===== config.mk =====
export PLATFORM = sky130hd
export DESIGN_NAME = rdma_meta_splitter
export DESIGN_NICKNAME = d
export VERILOG_FILES = /design/src/rtl/rdma_meta_splitter.sv
export SDC_FILE = /design/constraint.sdc
export NUM_CORES = 1
export LEC_CHECK = 0
export ABC_AREA = 1
export ABC_CLOCK_PERIOD_IN_PS = 20800
export BUFFER_PORTS_ARGS = -buffer_cell sky130_fd_sc_hd__buf_2
export CAP_MARGIN = 10
export CELL_PAD_IN_SITES_DETAIL_PLACEMENT = 1
export CELL_PAD_IN_SITES_GLOBAL_PLACEMENT = 1
export CORE_AREA = 2 2 265 267
export CTS_BUF_LIST = sky130_fd_sc_hd__clkbuf_8 sky130_fd_sc_hd__clkbuf_16
export CTS_CLUSTER_SIZE = 20
export DETAILED_ROUTE_END_ITERATION = 10
export DIE_AREA = 0 0 267 269
export PLACE_DENSITY = 0.73
export SYNTH_ARGS = -nofsm -noshare
export SYNTH_HDL_FRONTEND = slang
export SYNTH_SLANG_ARGS = --single-unit

===== constraint.sdc =====
create_clock -name ap_clk -period 20.8 [get_ports ap_clk]
set_input_delay 4.16 -clock ap_clk [delete_from_list [all_inputs] [get_ports ap_clk]]
set_output_delay 4.16 -clock ap_clk [all_outputs]
set_load 0.01 [all_outputs]

===== src/rtl/rdma_meta_splitter.sv =====
// Splits RDMA tx_meta commands into chunks of at most 2^C_MAX_CHUNK_LOG2 bytes,
// advancing local/remote addresses per chunk and counting commands, chunks and dropped zero-length commands.
module rdma_meta_splitter #(
  parameter int C_META_WIDTH     = 256,
  parameter int C_MAX_CHUNK_LOG2 = 12
) (
  input  logic                      ap_clk,
  input  logic                      areset,
  input  logic                      s_axis_meta_tvalid,
  output logic                      s_axis_meta_tready,
  input  logic [C_META_WIDTH-1:0]   s_axis_meta_tdata,
  input  logic [C_META_WIDTH/8-1:0] s_axis_meta_tkeep,
  input  logic                      s_axis_meta_tlast,
  output logic                      m_axis_meta_tvalid,
  input  logic                      m_axis_meta_tready,
  output logic [C_META_WIDTH-1:0]   m_axis_meta_tdata,
  output logic [C_META_WIDTH/8-1:0] m_axis_meta_tkeep,
  output logic                      m_axis_meta_tlast,
  output logic [31:0]               cmd_in_count,
  output logic [31:0]               chunk_out_count,
  output logic [31:0]               zero_len_count
);

  localparam logic [31:0] MAX_CHUNK = 32'(64'(1) << C_MAX_CHUNK_LOG2);

  typedef enum logic {IDLE = 1'b0, EMIT = 1'b1} state_t;

  state_t      state_q, state_d;
  logic        rdy_q;
  logic [2:0]  op_q;
  logic [23:0] qpn_q;
  logic [47:0] laddr_q, raddr_q;
  logic [31:0] rem_q;
  logic [31:0] cmd_cnt_q, chunk_cnt_q, zero_cnt_q;

  logic [31:0] in_len;
  logic [31:0] chunk;
  logic        s_hs, m_hs;

  logic unused_inputs;
  assign unused_inputs = ^{s_axis_meta_tkeep, s_axis_meta_tlast,
                           s_axis_meta_tdata[C_META_WIDTH-1:155]};

  assign in_len = s_axis_meta_tdata[154:123];
  assign chunk  = (rem_q > MAX_CHUNK) ? MAX_CHUNK : rem_q;
  assign s_hs   = s_axis_meta_tvalid & s_axis_meta_tready;
  assign m_hs   = m_axis_meta_tvalid & m_axis_meta_tready;

  // rdy_q keeps tready low until the first edge after reset release
  always_ff @(posedge ap_clk or posedge areset) begin
    if (areset) begin
      state_q <= IDLE;
      rdy_q   <= 1'b0;
    end else begin
      state_q <= state_d;
      rdy_q   <= 1'b1;
    end
  end

  always_comb begin
    state_d = state_q;
    case (state_q)
      IDLE: if (s_hs && in_len != 32'd0) state_d = EMIT;
      EMIT: if (m_hs && rem_q == chunk)  state_d = IDLE;
      default: state_d = IDLE;
    endcase
  end

  always_comb begin
    s_axis_meta_tready = rdy_q && (state_q == IDLE);
    m_axis_meta_tvalid = (state_q == EMIT);
    m_axis_meta_tdata  = '0;
    m_axis_meta_tdata[2:0]     = op_q;
    m_axis_meta_tdata[26:3]    = qpn_q;
    m_axis_meta_tdata[74:27]   = laddr_q;
    m_axis_meta_tdata[122:75]  = raddr_q;
    m_axis_meta_tdata[154:123] = chunk;
    m_axis_meta_tkeep  = '1;
    m_axis_meta_tlast  = 1'b1;
  end

  always_ff @(posedge ap_clk or posedge areset) begin
    if (areset) begin
      op_q        <= '0;
      qpn_q       <= '0;
      laddr_q     <= '0;
      raddr_q     <= '0;
      rem_q       <= '0;
      cmd_cnt_q   <= '0;
      chunk_cnt_q <= '0;
      zero_cnt_q  <= '0;
    end else begin
      if (s_hs) begin
        op_q      <= s_axis_meta_tdata[2:0];
        qpn_q     <= s_axis_meta_tdata[26:3];
        laddr_q   <= s_axis_meta_tdata[74:27];
        raddr_q   <= s_axis_meta_tdata[122:75];
        rem_q     <= in_len;
        cmd_cnt_q <= cmd_cnt_q + 32'd1;
        if (in_len == 32'd0) zero_cnt_q <= zero_cnt_q + 32'd1;
      end
      if (m_hs) begin
        laddr_q     <= laddr_q + {16'd0, chunk};
        raddr_q     <= raddr_q + {16'd0, chunk};
        rem_q       <= rem_q - chunk;
        chunk_cnt_q <= chunk_cnt_q + 32'd1;
      end
    end
  end

  assign cmd_in_count    = cmd_cnt_q;
  assign chunk_out_count = chunk_cnt_q;
  assign zero_len_count  = zero_cnt_q;

endmodule


; Yosys cells after proc, flatten, opt, wreduce, memory -nomap -nowiden
; Index checks and enable logic that the tools add are counted.
[totals]
in_bits = 293
regBits = 253
wordCells = 38
mem_bits_rw = 0
romBits = 0
latchBits = 0
n_memories = 0
[classes]
bitwise = 3
magnitude_cmp = 1
shifts = 0
mul = 0
n_mux = 10
n_div = 0
n_reduce_logical = 7
add_sub_neg = 6
n_eq_ne = 1
[op_table]
columns = cell, count
row1 = $mux W48, 4
row2 = $add A32 B1 Y32 const B, 3
row3 = $add A48 B32 Y48, 2
row4 = $mux W32, 3
row5 = $eq A32 B32 Y1, 1
row6 = $gt A32 B13 Y1 const B, 1
row7 = $logic_not A32 Y1, 1
row8 = $reduce_bool A32 Y1, 1
row9 = $sub A32 B32 Y32, 1
row10 = $logic_and A1 B1 Y1, 3
row11 = $and A1 B1 Y1, 2
row12 = $mux W1, 2
row13 = $pmux W1 S2, 1
row14 = $reduce_and A2 Y1, 1
row15 = $reduce_bool A2 Y1, 1
row16 = $not A1 Y1, 1

; Logic depth before layout (Yosys ltp)
; Gate-level depths: netlist of run 1.
[logic_depth]
word_depth = 6
mapped_depth = 28

; Least setup slack after synthesis of run 1
; Ideal clock, no wire load.
[synth_path]
path_kind = reg-to-output
start = register rem_q[25]
end = output port m_axis_meta_tdata[125]
slack_ns = 14.908
arrival_ns = 1.732
required_time_ns = 16.640
stages_incl_launch_ff = 10
path_buffers = 3
cell_sequence = dfrtp_1 or2_1 nor2_1 nand2_1 nor2_4 nand2_4 buf_6 buf_2 buf_1 nor2_1
[synth_via]
elab_chain_len = 2
[synth_lines]
columns = element, line
row1 = start: declaration, 33  ; logic [31:0] rem_q;
row2 = start signal: assignment, 98  ; rem_q <= in_len;
row3 = start signal: assignment, 105  ; rem_q <= rem_q - chunk;
row4 = $gt A32 B13 Y1, 45  ; assign chunk = (rem_q > MAX_CHUNK) ? MAX_CHUNK : rem_q;
row5 = $mux W32, 45
row6 = end: declaration, 16  ; output logic [C_META_WIDTH-1:0] m_axis_meta_tdata,
; No other way between the ends.

; Final worst setup path of run 1
[layout_path]
start = register rem_q[5]
end = output port m_axis_meta_tdata[123]
; The elaborated chain is that of the path after synthesis.

==> flow_summary_export.csv, run 1 <==
group,metric,value,unit
status,status,"finished, final reports clean",
worst_hold_path,hold_path_class,"flop to flop",
clock_tree,cts_buffers,37,
drt,first_pass_iters,5,
sta,rsz0062_at_grt,"false",
clock_tree,cts_sinks,253,
global_route,grt_max_degree,140,
sta,hold_slack,0.466,ns
final_layout,n_antenna_cell,0,
drt,detail-route-antenna-nets,0,
place,dp_slack,13.68,ns
clock_tree,post_cts_buffers,0,
sta,hold_viol,0,
final_layout,final_cell_mix,"nand2_1 (777), buf_2 (392), nor2_1 (349)",
floorplan,die_height,269,µm
worst_setup_path,critPathCaptureType,"output pin",
sta,fin_crit,7.14,ns
global_route,grt_use_met2,34.1,%
global_route,first_global_vias,20300,
floorplan,ios,680,
worst_setup_path,crit_path_start_kind,"flop",
synth,synth.yosys.seq_area_share,32.8,%
clock_tree,hold_buffers,0,
global_route,grt_pass1_wl,118,mm
clock_tree,ctsResizeCount,0,
drt,via_per_inst,4.75,
final_layout,area_growth,19.4,%
drt,drt_wl_total,77.2,mm
global_route,overflow,0,
global_route,top_usage_layer,"met2",
sta,slew_viol_final,0,
synth,avgSynthCellArea,6.86,µm²
final_layout,final_common_cell,"nand2_1",
clock_tree,cts_tree,"done",
synth,synth.distinct_cells,57,
floorplan,fp.coreArea,0.0693,mm²
floorplan,dieArea,0.0718,mm²
final_layout,fin_nets,3594,
sta,setup_violations,0,
synth,synthFlopType,"dfrtp_1",
worst_setup_path,crit_required,16.64,ns
final_layout,drive_gt1_share,15.8,%
clock_tree,root_buffer,"clkbuf_16",
floorplan,start_util,27.8,%
worst_setup_path,critPathKind,"flop to output pin",
synth,ys_ff_latch,253,
power_and_ir_drop,peakVddDrop,47.8,µV
sta,fmax,0.140,GHz
synth,ys_warn_count,0,
sta,tightestPinTransition,0.947,ns
power_and_ir_drop,p_per_area,96.2,mW/mm²
sta,clock_skew,0.0145,ns
synth,async_flop_share,100,%
clock_tree,cts_buffer_depth,3,
sta,min_period_over_period,34.3,%
global_route,gr-usage-met1,29.4,%
floorplan,die_x,267,µm
place,hpwlAfterDp,60.7,mm
global_route,grtUsageMet3,3.51,%
place,portBuffers,392,
floorplan,rows,97,
drt,drt_iter0_markers,852,
sta,setup_tns,0,ns
drt,routedWlPerCell,18.4,µm
sta,slew_headroom,36.6,%
drt,drcViolationCount,0,
place,gp_congestion,0.923,
power_and_ir_drop,leakagePower,11.8,nW
clock_tree,htree_levels,2,
synth,postSynthCellCount,2813,
synth,mappedNetlistArea,0.0193,mm²
clock_tree,clkLatencyLatePin,0.55,ns
worst_setup_path,cp_max_fo,32,
global_route,grtUsageTotal,21.1,%
clock_tree,cts.clk_slew.worst_paths,0.06,ns
worst_setup_path,arrival,2.98,ns
global_route,antenna_found_initial,4,
drt,num_vias,19900,
flow_run,drv_cap,0,
synth,synth_edf_count,0,
sta,worst_slack,13.66,ns
==> sequential cells by signal, summed over array words and instances (netlist names), 3 cells and up <==
register and flops:
chunk_out_count 32, cmd_in_count 32, laddr_q 48, op_q 3, qpn_q 24, raddr_q 48, rem_q 32, zero_len_count 32
==> final timing paths <==
kind,from,endpoint,slack [ns],depth (start not counted)
min reg2reg,qpn_q[2]$_DFFE_PP0P_,qpn_q[2]$_DFFE_PP0P_,0.47,2
max reg2reg,rem_q[5]$_DFFE_PP0P_,raddr_q[46]$_DFFE_PP0P_,15.55,24
min in group asynchronous,areset,qpn_q[0]$_DFFE_PP0P_,3.74,2
max in group asynchronous,areset,laddr_q[25]$_DFFE_PP0P_,14.98,4
min,qpn_q[2]$_DFFE_PP0P_,qpn_q[2]$_DFFE_PP0P_,0.47,2
max,rem_q[5]$_DFFE_PP0P_,m_axis_meta_tdata[123],13.66,8
==> power breakdown <==
part / leakage [nW] / internal [mW] / switching (mW) / total [mW]
sequential: 3.15 / 0.595 / 0.125 / 0.720
clock: 0.609 / 0.367 / 0.258 / 0.625
combinational: 8.06 / 0.297 / 0.577 / 0.874
==> synthesized netlist by cell type, types with 7 or more instances <==
cell type,count,share of area [%]
nand2_1,779,15
nor2_1,349,6.8
inv_1,267,5.2
dfrtp_1,253,33
a21oi_1,157,4.1
nand3_1,157,4.1
buf_4,153,6.0
o21ai_0,124,3.2
xor2_1,92,4.2
ha_1,68,4.4
nand4_1,62,2.0
nor3_1,53,1.4
xnor2_1,42,1.9
clkbuf_1,38,0.74
nor4_1,25,0.81
o211ai_1,25,0.97
o21ai_1,22,0.57
o22ai_1,17,0.55
buf_1,16,0.31
o21bai_1,11,0.43
a31oi_1,9,0.29
buf_2,8,0.21
mux2_2,7,0.41
nor2_2,7,0.23
==> layout make-up <==
type | instances | area, µm²
inverters | 273 | 1040
well taps | 940 | 1180
clock buffers | 42 | 995
repair buffers | 404 | 2060
fillers | 8987 | 46300
multi-input cells | 2262 | 11300
flip-flops and latches | 253 | 6330
clock inverters | 25 | 181
==> routing by layer <==
layer / share of wire, % / vias to the layer above
met5: 0.071 / -
met4: 2.2 / 8
met3: 5.3 / 98
met2: 45 / 512
met1: 47 / 9667
li1: - / 9658
==> cells by family (layout without fill, tap and decap cells) <==
logic type | Yosys count | after routing | share of synthesized area [%]
compound gates | 392 | 392 | 11.5
xor+xnor | 134 | 134 | 6.08
fa+ha+maj | 70 | 70 | 4.62
buf+inv | 489 | 744 | 12.6
flops | 253 | 253 | 32.8
mux | 7 | 7 | 0.409
other cells | 2 | 193 | 0.0389
simple gates | 1466 | 1466 | 32.0
==> critical path, cell delays in order (launching register included) <==
cell     delay, ns
dfrtp_1       0.37
inv_1         0.10
nand2_1       0.23
nor2_1        0.19
nand2_1       0.08
nand2_1       0.10
nand2_4       0.25
nor2_1        0.82
buf_2         0.27
==> through the flow <==
| stage | cell area [µm²] | instances | total power, mW | utilization (%) |
|---|---|---|---|---|
| 3_5_place_dp | 21900 | 4132 | 1.57 | 31.6 |
| 4_1_cts | 23000 | 4199 | 2.22 | 33.3 |
| 2_1_floorplan | 20000 | 3004 | 1.28 | - |
| 6_report | 23000 | 4199 | 2.22 | 33.3 |
| 5_1_grt | 23000 | 4199 | 2.40 | 33.3 |
| 3_3_place_gp | 21900 | 4132 | 1.55 | 31.6 |
Note: power is estimated with default switching activity, not from simulation.
==> inputs of run 2 (changes only) <==
--- a/config.mk
+++ b/config.mk
@@ -5,8 +5,8 @@
 export SDC_FILE = /design/constraint.sdc
 export NUM_CORES = 1
 export LEC_CHECK = 0
-export ABC_AREA = 1
-export ABC_CLOCK_PERIOD_IN_PS = 20800
+export ABC_AREA = 0
+export ABC_CLOCK_PERIOD_IN_PS = 6500
 export BUFFER_PORTS_ARGS = -buffer_cell sky130_fd_sc_hd__buf_2
 export CAP_MARGIN = 10
 export CELL_PAD_IN_SITES_DETAIL_PLACEMENT = 1
@@ -16,7 +16,7 @@
 export CTS_CLUSTER_SIZE = 20
 export DETAILED_ROUTE_END_ITERATION = 10
 export DIE_AREA = 0 0 267 269
-export PLACE_DENSITY = 0.73
+export PLACE_DENSITY = 0.66
 export SYNTH_ARGS = -nofsm -noshare
 export SYNTH_HDL_FRONTEND = slang
 export SYNTH_SLANG_ARGS = --single-unit
==> constraint.sdc (replaced) <==
create_clock -name ap_clk -period 6.5 [get_ports ap_clk]
set_input_delay 1.3 -clock ap_clk [delete_from_list [all_inputs] [get_ports ap_clk]]
set_output_delay 1.3 -clock ap_clk [all_outputs]
set_load 0.01 [all_outputs]
==> flow_summary_export.csv, run 2 <==
group,metric,value,unit
status,status,"finished, final reports clean",
synth,synth.area.mux_share,0.562,%
clock_tree,cts_buffers,36,
sta,fin_crit,5.33,ns
worst_setup_path,critPathKind,"flop to flop",
synth,avgSynthCellArea,8.77,µm²
synth,async_flop_share,100,%
flow_run,drv_cap,0,
worst_setup_path,arrival,5.79,ns
synth,postSynthCellCount,1852,
synth,synthTopCellsByArea,"dfrtp_1 (39%), buf_4 (7.2%), nand2_1 (6.4%)",
global_route,first_global_vias,15700,
clock_tree,htree_levels,2,
floorplan,die_x,267,µm
final_layout,drive_gt1_share,21.8,%
final_layout,final_cell_mix,"buf_2 (392), nand2_1 (273), dfrtp_1 (253)",
synth,mappedNetlistArea,0.0162,mm²
synth,synth_compound_area_share,16.8,%
clock_tree,cts.clk_slew.worst_paths,0.06,ns
global_route,grt_pass1_wl,91.5,mm
final_layout,final_common_cell,"buf_2",
drt,drt_wl_total,60.4,mm
synth,synth_top_family_by_area,"simple AND/OR/NAND/NOR gates",
drt,num_vias,15100,
synth,netlist.area_leader.share,39.0,%
synth,ys_warn_count,0,
sta,tightestPinTransition,1.06,ns
power_and_ir_drop,clkPwrFrac,26.2,%
floorplan,rows,97,
synth,synth.distinct_cells,80,
clock_tree,post_cts_buffers,0,
global_route,grtUsageTotal,16.3,%
synth,synth_xor_area_share,7.82,%
synth,synth.yosys.seq_area_share,39.0,%
sta,setup_tns,0,ns
sta,fmax,0.188,GHz
sta,hold_viol,0,
worst_setup_path,crit_required,6.96,ns
power_and_ir_drop,power_frac_comb,41.6,%
sta,rsz0062_at_grt,"false",
synth,synth-adder-area-share,5.48,%
synth,ys_ff_latch,253,
drt,drt_iter0_markers,813,
place,gp_congestion,0.841,
drt,drcViolationCount,0,
power_and_ir_drop,sw_frac_of_total,41.5,%
sta,setup_violations,0,
drt,via_per_inst,4.67,
clock_tree,ctsResizeCount,0,
final_layout,largestRegisters,"laddr_q: 48 flops, raddr_q: 48 flops",
floorplan,fp.coreArea,0.0693,mm²
final_layout,area_growth,23.4,%
final_layout,fillers,8365,
power_and_ir_drop,leakagePower,10.1,nW
power_and_ir_drop,power.net_switching,3.29,mW
synth,yosys.cell_count.top_type,"nand2_1",
global_route,antenna_found_initial,16,
clock_tree,cts_buffer_depth,3,
floorplan,start_util,23.4,%
power_and_ir_drop,peakVddDrop,135,µV
sta,clock_skew,0.0292,ns
final_layout,fin_nets,2626,
drt,routedWlPerCell,18.7,µm
place,dp_slack,1.14,ns
synth,synthFlopType,"dfrtp_1",
sta,min_period_over_period,82.0,%
synth,synth_edf_count,0,
worst_hold_path,hold_path_class,"flop to flop",
drt,detail-route-antenna-nets,0,
sta,worst_slack,1.17,ns
drt,first_pass_iters,5,
synth,yosys.area.top_type,"dfrtp_1",
worst_setup_path,cp_max_fo,11,
power_and_ir_drop,p_per_area,395,mW/mm²
power_and_ir_drop,power_frac_seq,32.2,%
clock_tree,cts_tree,"done",
clock_tree,cts_sinks,253,
worst_setup_path,crit_path_start_kind,"flop",
synth,synth-simple-area-share,20.6,%
synth,synthTopCellsByCount,"nand2_1 (275), dfrtp_1 (253), buf_4 (156)",
sta,slew_headroom,29.1,%
clock_tree,clkLatencyLatePin,0.55,ns
sta,slew_viol_final,0,
place,portBuffers,392,
place,hpwlAfterDp,46.0,mm
power_and_ir_drop,power.internal,4.62,mW
floorplan,ios,680,
global_route,grt_max_degree,139,
global_route,overflow,0,
clock_tree,hold_buffers,0,
floorplan,die_height,269,µm
floorplan,dieArea,0.0718,mm²
worst_setup_path,critPathCaptureType,"flop",
clock_tree,root_buffer,"clkbuf_16",
[run 2: changes by cell type after synthesis, sizes merged, moves of 24 or more]
cell,change
xor2,-43
a211oi,+29
nand2,-510
a22oi,+24
a21o,+40
and3,+54
o21ai,-68
a21oi,-79
inv,-239
nor2,-203
xnor2,+54
nand3,-103
[run 2: area by class of cell]
cell class                      instances  area [µm²]  share of cell area (%)
Timing Repair Buffer                  407        2090                    10.4
Antenna cell                            5        12.5                  0.0624
Clock buffer                           39         942                    4.70
Sequential cell                       253        6330                    31.6
Clock inverter                         27         293                    1.46
Inverter                               34         131                   0.655
Multi-Input combinational cell       1531        9080                    45.3
Tap cell                              940        1180                    5.87
[run 2: critical path, cell delays in order (launching register included)]
cell and delay (ns):
dfrtp_1 0.44, nor3_1 0.35, and4bb_2 0.35, and4_1 0.48, and3_1 0.36, ha_1 0.41, inv_1 0.10, fa_1 0.39
nor2b_1 0.25, o31ai_1 0.20, and2_1 0.24, o21ai_2 0.34, a41oi_4 0.24, o31ai_4 0.28, a31o_2 0.38, a311oi_1 0.15
a311oi_2 0.26
[run 2: layer usage]
layer,vias to the layer above,global-route usage [%],share of wire (%)
met5,-,0,0.23
li1,7059,-,-
met2,407,27.4,48
met1,7531,20.5,43
met3,107,4.13,6.2
met4,20,4.81,2.7
[run 2: per-stage QoR]
step / hold slack, ns / power (mW) / utilization [%] / area, µm² / instances
floorplan: 0.449 / 4.70 / - / 17000 / 2043
global placement: 0.456 / 5.70 / 27.1 / 18800 / 3165
detailed placement: 0.461 / 5.81 / 27.1 / 18800 / 3165
CTS: 0.475 / 7.95 / 28.9 / 20000 / 3231
global route: 0.488 / 8.51 / 28.9 / 20000 / 3232
finish: 0.470 / 7.91 / 28.9 / 20100 / 3236
[run 2: cell families after synthesis]
kind of cell | Yosys count
other | 2
and+or+nand+nor | 712
DFF | 253
xor gates and xnor gates | 145
AOI/OAI and AO/OA | 402
adders and majority gates | 70
muxes | 9
buffers and inverters | 259
[run 2: power by group through the flow]
stage	logic, mW	registers, mW	clock network (mW)
after global routing	3.68	2.63	2.20
after detailed placement	3.24	2.57	0
final	3.29	2.55	2.07
after floorplan	2.10	2.60	0
after CTS	3.26	2.55	2.14
after global placement	3.15	2.55	0
[run 2: path summary, 6_finish.rpt]
path | endpoint | slack (ns) | start | cells after the start
max | laddr_q[42]$_DFFE_PP0P_ | 1.17 | rem_q[22]$_DFFE_PP0P_ | 16
min | qpn_q[0]$_DFFE_PP0P_ | 0.47 | qpn_q[0]$_DFFE_PP0P_ | 2
max reg2reg | laddr_q[42]$_DFFE_PP0P_ | 1.17 | rem_q[22]$_DFFE_PP0P_ | 16
min reg2reg | qpn_q[0]$_DFFE_PP0P_ | 0.47 | qpn_q[0]$_DFFE_PP0P_ | 2
max in group asynchronous | raddr_q[0]$_DFFE_PP0P_ | 4.08 | areset | 4
min in group asynchronous | chunk_out_count[23]$_DFFE_PP0P_ | 0.89 | areset | 3
==> inputs of run 3 (changes only) <==
--- a/config.mk
+++ b/config.mk
@@ -6,7 +6,7 @@
 export NUM_CORES = 1
 export LEC_CHECK = 0
 export ABC_AREA = 0
-export ABC_CLOCK_PERIOD_IN_PS = 6500
+export ABC_CLOCK_PERIOD_IN_PS = 4400
 export BUFFER_PORTS_ARGS = -buffer_cell sky130_fd_sc_hd__buf_2
 export CAP_MARGIN = 10
 export CELL_PAD_IN_SITES_DETAIL_PLACEMENT = 1
==> constraint.sdc (replaced) <==
create_clock -name ap_clk -period 4.4 [get_ports ap_clk]
set_input_delay 0.88 -clock ap_clk [delete_from_list [all_inputs] [get_ports ap_clk]]
set_output_delay 0.88 -clock ap_clk [all_outputs]
set_load 0.01 [all_outputs]
==> flow_summary_export.csv, run 3 (same netlist as run 2, synthesis figures left out) <==
group,metric,value,unit
power_and_ir_drop,sw_frac_of_total,41.3,%
worst_setup_path,worst-path-stages,18,
clock_tree,cts.clk_slew.worst_paths,0.06,ns
sta,hold_viol,0,
flow_run,drv_cap,0,
worst_setup_path,slowest_stage,"dfrtp_1",
floorplan,rows,97,
final_layout,multi_input_comb_area,0.00933,mm²
power_and_ir_drop,peakVddDrop,229,µV
final_layout,fillers,8287,
place,hpwlAfterDp,47.7,mm
worst_setup_path,arrival,4.72,ns
drt,routedWlPerCell,18.6,µm
global_route,first_global_vias,16300,
global_route,antenna_found_initial,11,
sta,fin_crit,4.24,ns
worst_setup_path,cp_max_fo,5,
drt,drcViolationCount,0,
sta,slew_viol_final,0,
clock_tree,clkLatencyLatePin,0.54,ns
power_and_ir_drop,power.net_switching,5.01,mW
sta,tightestPinTransition,0.961,ns
floorplan,fp.coreArea,0.0693,mm²
drt,via_per_inst,4.66,
sta,fmax,0.236,GHz
clock_tree,htree_levels,2,
place,gp_congestion,0.875,
worst_hold_path,min_delay_path_depth,2,
power_and_ir_drop,power_frac_comb,45.8,%
place,dp_slack,-0.342,ns
global_route,grt_pass1_wl,93.6,mm
status,status,"finished, final reports clean",
worst_setup_path,cp_slowest_stage_delay,0.41,ns
clock_tree,cts_tree,"done",
worst_setup_path,cp_top_family,"simple AND/OR/NAND/NOR gates",
sta,worst_slack,0.158,ns
clock_tree,cts_buffer_depth,3,
floorplan,start_util,23.4,%
final_layout,fin_nets,2743,
power_and_ir_drop,power.internal,7.13,mW
worst_setup_path,critPathCaptureType,"flop",
power_and_ir_drop,p_per_area,573,mW/mm²
worst_setup_path,crit_buf_inv,3,
final_layout,seq_area,0.00633,mm²
clock_tree,cts_buffers,34,
final_layout,largestRegisters,"laddr_q: 48 flops, raddr_q: 48 flops",
power_and_ir_drop,clkPwrFrac,23.7,%
worst_setup_path,rr_worst_depth,18,
drt,first_pass_iters,5,
sta,setup_tns,0,ns
place,portBuffers,392,
worst_setup_path,crit_chain,"nor3_4, and4bb_2, and4_4, and3_2, ha_1, buf_4, inv_1, fa_1, nor2b_2, o31ai_2, and2_2, o21ai_4, a41oi_4, o31ai_4, buf_4, a31oi_2, a21oi_1, o221a_2",
floorplan,die_x,267,µm
drt,num_vias,15600,
sta,hold_slack,0.472,ns
drt,detail-route-antenna-nets,0,
global_route,overflow,0,
sta,setup_violations,0,
worst_setup_path,critPathKind,"flop to flop",
clock_tree,cts_sinks,253,
clock_tree,root_buffer,"clkbuf_16",
floorplan,die_height,269,µm
sta,clock_skew,0.0186,ns
floorplan,dieArea,0.0718,mm²
final_layout,final_common_cell,"buf_2",
worst_setup_path,crit_top_cell,"buf_4",
sta,slew_headroom,35.8,%
final_layout,final_cell_mix,"buf_2 (392), nand2_1 (273), dfrtp_1 (253)",
power_and_ir_drop,power_frac_seq,30.5,%
final_layout,area_growth,30.4,%
worst_hold_path,hold_path_class,"flop to flop",
global_route,grt_max_degree,84,
sta,min_period_over_period,96.4,%
final_layout,drive_gt1_share,27.2,%
drt,drt_wl_total,62.4,mm
global_route,grtUsageTotal,16.6,%
drt,drt_iter0_markers,660,
power_and_ir_drop,leakagePower,10.7,nW
worst_setup_path,crit_path_start_kind,"flop",
floorplan,ios,680,
worst_setup_path,crit_required,4.88,ns
==> run 3: cell types whose count changed in the layout (fill, tap and decap cells not counted), moves of 4 or more <==
cell | before | now
buf_4 | 14 | 125
buf_12 | 1 | 8
and3_1 | 56 | 50
and3_2 | 0 | 5
a211oi_1 | 28 | 24
clkinv_2 | 4 | 8
inv_1 | 43 | 39
o21ai_0 | 72 | 68
==> run 3: layout make-up <==
class                           instances  share of cell area (%)
Multi-Input combinational cell       1532                    44.0
Sequential cell                       253                    29.9
Clock buffer                           38                    4.33
Clock inverter                         22                    1.09
Tap cell                              940                    5.55
Antenna cell                            4                  0.0473
Timing Repair Buffer                  525                    14.4
Inverter                               34                   0.620
==> run 3: worst register-to-register path, cell delays in order (launching register included) <==
cell      delay (ns)
dfrtp_1         0.41
nor3_4          0.25
and4bb_2        0.28
and4_4          0.29
and3_2          0.24
ha_1            0.16
buf_4           0.15
inv_1           0.06
fa_1            0.39
nor2b_2         0.17
o31ai_2         0.10
and2_2          0.23
o21ai_4         0.21
a41oi_4         0.16
o31ai_4         0.24
buf_4           0.19
a31oi_2         0.16
a21oi_1         0.25
o221a_2         0.23
==> run 3: final timing paths <==
kind,from,end,slack [ns]
worst max-delay path,rem_q[24]$_DFFE_PP0P_,laddr_q[32]$_DFFE_PP0P_,0.16
worst min-delay path,op_q[1]$_DFFE_PP0P_,op_q[1]$_DFFE_PP0P_,0.47
worst max register to register,rem_q[24]$_DFFE_PP0P_,laddr_q[32]$_DFFE_PP0P_,0.16
worst min register to register,op_q[1]$_DFFE_PP0P_,op_q[1]$_DFFE_PP0P_,0.47
max in group asynchronous,areset,laddr_q[46]$_DFFE_PP0P_,2.88
min in group asynchronous,areset,chunk_out_count[17]$_DFFE_PP0P_,0.54
==> run 3: repair_timing <==
action                                  CTS  global route
cloned                                    0             1
endpoints found under the setup margin   42            42
pin swaps                                 1            11
gates resized for setup                  13            41
buffers inserted                          0             2
hold buffers                              0             0
hold endpoints to repair                  0             0
==> run 3: power by group through the flow <==
stage / sequential [mW] / combinational (mW) / clock [mW]
after floorplan: 3.85 / 3.10 / 0
after global placement: 3.70 / 5.17 / 0
after detailed placement: 3.73 / 5.33 / 0
after CTS: 3.71 / 5.40 / 3.00
after global routing: 3.81 / 6.15 / 3.08
final: 3.70 / 5.56 / 2.88
==> run 3: layer usage <==
| metal | GRT usage [%] | up-vias | wire length [µm] |
|---|---|---|---|
| met5 | 0 | - | 87 |
| met4 | 4.33 | 14 | 1300 |
| met3 | 3.52 | 94 | 3470 |
| met2 | 29.0 | 417 | 30800 |
| met1 | 20.6 | 7792 | 26800 |
| li1 | - | 7269 | - |
==> run 3: through the flow <==
stage	instances	power, mW	utilization (%)	area [µm²]
final	3348	12.1	30.6	21200
after global routing	3345	13.0	30.6	21200
after CTS	3341	12.1	30.3	21000
after detailed placement	3281	9.06	28.5	19800
after global placement	3281	8.87	28.5	19800
after floorplan	2043	6.95	-	17000
